`src/rtl/lcl_wr_burst_splitter.sv`:
```
// lcl_wr_burst_splitter: splits a write job into 4 KB-safe bursts of at most MAX_BURST beats
// and drives the write master's lcl_* local-bus protocol.
module lcl_wr_burst_splitter #(
  parameter int ADDR_WIDTH = 64,
  parameter int DATA_WIDTH = 512,
  parameter int MAX_BURST  = 64,
  parameter int CNT_WIDTH  = 32
) (
  input  logic                  clk,
  input  logic                  rst_n,
  input  logic                  clear,
  input  logic                  job_start,
  input  logic [ADDR_WIDTH-1:0] job_addr,
  input  logic [CNT_WIDTH-1:0]  job_beats,
  output logic                  job_busy,
  output logic                  job_done,
  input  logic                  src_valid,
  input  logic [DATA_WIDTH-1:0] src_data,
  output logic                  src_ready,
  input  logic                  lcl_ibusy,
  output logic                  lcl_istart,
  output logic [ADDR_WIDTH-1:0] lcl_iaddr,
  output logic [7:0]            lcl_inum,
  input  logic                  lcl_irdy,
  output logic                  lcl_den,
  output logic [DATA_WIDTH-1:0] lcl_din,
  output logic                  lcl_idone,
  output logic [15:0]           burst_cnt
);
  localparam logic [1:0] IDLE = 2'd0, REQ = 2'd1, DATA = 2'd2, DRAIN = 2'd3;
  logic [1:0] state;
  logic [ADDR_WIDTH-1:0] cur_addr;
  logic [CNT_WIDTH-1:0] remaining;
  logic [6:0] beat_left, room, cap, len;
  logic hs, last;
  // room = beats left before the next 4 KB boundary (1..64)
  always_comb begin
    room = 7'd64 - {1'b0, cur_addr[11:6]};
    cap = (7'(MAX_BURST) < room) ? 7'(MAX_BURST) : room;
    len = (remaining < CNT_WIDTH'(cap)) ? remaining[6:0] : cap;
  end
  assign src_ready = state == DATA && lcl_irdy && beat_left != 7'd0;
  assign hs = src_valid && src_ready;
  assign last = hs && beat_left == 7'd1;
  always_ff @(posedge clk or negedge rst_n)
    if (!rst_n) begin
      state <= IDLE;
      cur_addr <= '0;
      remaining <= '0;
      beat_left <= '0;
      job_busy <= 1'b0;
      job_done <= 1'b0;
      burst_cnt <= '0;
      lcl_istart <= 1'b0;
      lcl_iaddr <= '0;
      lcl_inum <= '0;
      lcl_den <= 1'b0;
      lcl_din <= '0;
      lcl_idone <= 1'b0;
    end else if (clear) begin
      state <= IDLE;
      job_busy <= 1'b0;
      job_done <= 1'b0;
      lcl_istart <= 1'b0;
      lcl_den <= 1'b0;
      lcl_idone <= 1'b0;
    end else begin
      lcl_istart <= 1'b0;
      job_done <= 1'b0;
      lcl_den <= hs;
      lcl_idone <= last;
      if (hs) begin
        lcl_din <= src_data;
        beat_left <= beat_left - 7'd1;
      end
      case (state)
        IDLE: if (job_start) begin
          cur_addr <= {job_addr[ADDR_WIDTH-1:6], 6'b0};
          remaining <= job_beats;
          job_busy <= 1'b1;
          burst_cnt <= '0;
          state <= job_beats == '0 ? DRAIN : REQ;
        end
        REQ: if (!lcl_ibusy) begin
          lcl_istart <= 1'b1;
          lcl_iaddr <= cur_addr;
          lcl_inum <= {1'b0, len};
          beat_left <= len;
          burst_cnt <= burst_cnt + 16'(burst_cnt != 16'hFFFF);
          state <= DATA;
        end
        DATA: if (last) begin
          cur_addr <= cur_addr + (ADDR_WIDTH'(len) << 6);
          remaining <= remaining - CNT_WIDTH'(len);
          state <= remaining == CNT_WIDTH'(len) ? DRAIN : REQ;
        end
        default: if (!lcl_ibusy) begin
          job_done <= 1'b1;
          job_busy <= 1'b0;
          state <= IDLE;
        end
      endcase
    end
endmodule

```
`config.mk`:
```
export PLATFORM = sky130hd
export DESIGN_NAME = lcl_wr_burst_splitter
export DESIGN_NICKNAME = d
export VERILOG_FILES = /design/src/rtl/lcl_wr_burst_splitter.sv
export SDC_FILE = /design/constraint.sdc
export NUM_CORES = 2
export LEC_CHECK = 0
export BUFFER_PORTS_ARGS = -buffer_cell sky130_fd_sc_hd__buf_4
export CORE_AREA = 5 5 476 478
export CTS_CLUSTER_DIAMETER = 30
export CTS_CLUSTER_SIZE = 16
export DETAILED_ROUTE_END_ITERATION = 16
export DIE_AREA = 0 0 481 483
export HOLD_SLACK_MARGIN = 0.12
export PLACE_DENSITY_LB_ADDON = 0.2
export SETUP_SLACK_MARGIN = 0.3
export SLEW_MARGIN = 20
export SYNTH_ARGS = -nofsm -noshare
export SYNTH_HDL_FRONTEND = slang
export SYNTH_SLANG_ARGS = --single-unit
export TNS_END_PERCENT = 50
```
`constraint.sdc`:
```
create_clock -name clk -period 11.9 [get_ports clk]
set_input_delay 2.38 -clock clk [delete_from_list [all_inputs] [get_ports clk]]
set_output_delay 2.38 -clock clk [all_outputs]
set_load 0.1 [all_outputs]
```
==> reports/metrics.cfg <==
[outcome]
status = finished clean

[setup_path]
critPathMaxStageDelay_ns = 0.65
path_depth = 16
cp_max_fo = 9
worstReg2RegStart = remaining[14]
endpoint_kind = register
critPathSlowestCell = or4_1
critPathKind = register to register
crit_end = cur_addr[47]
crit_path_frequent_cell = nor4_4
path_buf_inv = 2
cp_top_family = simple AND/OR/NAND/NOR gates
critPathArrivalTime_ns = 6.64
r2r_cells = 16
r2r_setup_slack_ns = 6.00
worst_ep_required_time_ns = 12.64
crit_chain = or4_1 > nor4_4 > nand3_4 > nor4_4 > o211ai_4 > mux2i_1 > inv_1 > ha_1 > a21oi_1 > nand4b_1 > a31oi_1 > buf_4 > nor3b_1 > nand2_1 > o211a_1 > a211oi_1
cp-start-kind = register
worstReg2RegEnd = cur_addr[47]
startpoint = remaining[14]

[sta]
finalCritPeriodShare_pct = 49.6
maxSlewHeadroom_pct = 23.8
fin_crit_ns = 5.90
tns_ns = 0
rsz0062_at_grt = false
max_freq_mhz = 169
hold_slack_ns = 0.469
setup_viol = 0
fin_worst_skew_ns = 0.0918
finalMaxSlewViolations = 0
worstMarginPinSlew_ns = 1.14
layout_setup_ws_ns = 6.00
hold_violations = 0

[finish]
drive_gt1_share_pct = 55.4
final_core_util_pct = 23.0
area_delta_synth_final_pct = 72.0
fin_nets = 4388

[placement]
place_ws_ns = 5.98
gp_congestion = 0.820
hpwlAfterDp_mm = 149
portBuffers = 1207

[hold_path]
worstHoldPathType = register to register

[route]
drc = 0
vias_per_cell = 3.77
drtPass1Iterations = 5
wl_per_cell_um = 26.8
ant_nets = 0
totalWireLength_mm = 185
drt_iter0_drc = 1212
dr_total_vias = 26068

[logic_synthesis]
synth-edff-count = 0
async_flop_share_pct = 100
syn-cell-area_mm2 = 0.0296
ys_top_cells_by_count = dfrtp_1 (697), mux2_2 (512), nand2_1 (261)
synth-seq-cells = 697
ys_warn_count = 0
synth_most_common_cell = dfrtp_1
yosysUniqueCellTypes = 80
synth_top_area_share_pct = 58.9
synthTopCellsByArea = dfrtp_1 (59%), mux2_2 (19%), nand2_1 (3.3%)
yosys.area.top_type = dfrtp_1
synthCells = 2348
yosysSeqAreaShare_pct = 58.9
synth.avg_cell_area_um2 = 12.6
ys.flop_type = dfrtp_1

[clock_tree]
post-cts-setup-buffers = 0
root_buffer = clkbuf_16
clockBufferDepth = 4
htree_levels = 5
cts_sinks = 697
numCtsBuffers = 280
cts-resized-gates = 0
path_clk_slew_ns = 0.04
clk_latency_ns = 0.88
hold_buffers = 0
cts_tree = done

[floorplanning]
coreArea_mm2 = 0.221
io_pins = 1221
dieArea_mm2 = 0.232
die_h_um = 483
die_width_um = 481
row_count = 173
start_util_pct = 13.4

[power_and_ir_drop]
power.density_mw_per_mm2 = 369
ir_drop_uv = 200
power.leakage_uw = 0.0246

[grt]
track_usage_pct = 15.3
grt_pass1_wl_mm = 246
antenna_found_initial = 143
grt_pass1_vias = 27289
overflow = 0
grt_max_degree = 140

[flow_run]
max-cap-violations = 0

-- cell families after synthesis --
family	share of synthesized area, %
compound gates	6.45
xor+xnor	0.681
fa+ha+maj	1.45
buf+inv	2.49
flops	58.9
mux	20.4
other cells	0.0127
simple gates	9.64
-- where the power goes --
group          internal [uW]  switching, uW  total [uW]
logic                   1830           6510        8340
clock network           4800           1820        6620
registers               3180            626        3810
-- per-stage QoR --
stage / cell area (um2) / cells / total power [uW]
after detailed placement: 42200 / 6433 / 12300
after floorplan: 29600 / 2354 / 9820
after CTS: 50900 / 6888 / 19100
final: 50900 / 6907 / 18800
after global placement: 42200 / 6433 / 12200
after global routing: 50900 / 6893 / 19500
-- worst reg2reg max path: stages, from the launching register on --
cell and delay (ns):
dfrtp_1 0.41, or4_1 0.65, nor4_4 0.49, nand3_4 0.17, nor4_4 0.44, o211ai_4 0.24, mux2i_1 0.62, inv_1 0.23
ha_1 0.34, a21oi_1 0.09, nand4b_1 0.26, a31oi_1 0.24, buf_4 0.27, nor3b_1 0.65, nand2_1 0.22, o211a_1 0.28
a211oi_1 0.20
-- layer usage --
layer | track usage (%) | up-vias | wire, um
met4 | 4.41 | 82 | 4840
li1 | - | 11347 | -
met3 | 7.88 | 452 | 20700
met2 | 25.6 | 1269 | 88800
met1 | 17.0 | 12918 | 70200
met5 | 0 | - | 563
-- worst min-delay path by stage --
stage,cells after the start,slack [ns],end,start
after floorplan,2,0.46,lcl_iaddr[41],cur_addr[41]
after CTS,2,0.47,lcl_iaddr[21],lcl_iaddr[21]
after global placement,2,0.47,lcl_iaddr[29],lcl_iaddr[29]
after global routing,2,0.50,lcl_iaddr[19],lcl_iaddr[19]
after detailed placement,2,0.46,lcl_iaddr[21],lcl_iaddr[21]
final,2,0.47,lcl_iaddr[21],lcl_iaddr[21]
-- cell type report --
class                   count  area (um2)
clock buffers             414        8200
clock inverters            41         469
multi-input cells        1485       11500
fillers                 23894      171000
flip-flops and latches    697       17400
well taps                2975        3720
diodes                     19        47.5
repair buffers           1240        9390
inverters                  36         135
-- registers in the layout (all words and copies together) (netlist names), 2 cells and up --
signal     flops
lcl_din      512
cur_addr      58
burst_cnt     16
state          2
lcl_iaddr     58
lcl_inum       7
beat_left      7
remaining     32
-- cells in the final DEF, fill, tap and decap left out, types with 6 or more instances in the layout --
master	synthesis	final
buf_4	8	1233
dfrtp_1	697	697
mux2_2	512	512
clkbuf_16	0	285
nand2_1	261	260
nor2_1	82	80
a21oi_1	80	79
clkbuf_1	79	71
nand3_1	59	59
clkbuf_8	0	58
o21ai_0	58	57
o22ai_1	47	47
inv_1	34	34
nand4_1	30	30
ha_1	31	30
nor3_1	29	28
nor4_1	24	24
clkinv_2	0	24
mux2i_1	23	23
and3_1	22	22
diode_2	0	19
nand2b_1	19	18
a31oi_1	16	16
xor2_1	13	13
nor2b_1	11	11
or3_1	10	10
xnor2_1	10	10
a21o_1	8	8
a2bb2oi_1	8	8
bufinv_16	0	8
or4_1	7	7
o311ai_0	7	7
conb_1	1	7
buf_12	0	6
Power figures use the tool's default switching activity.
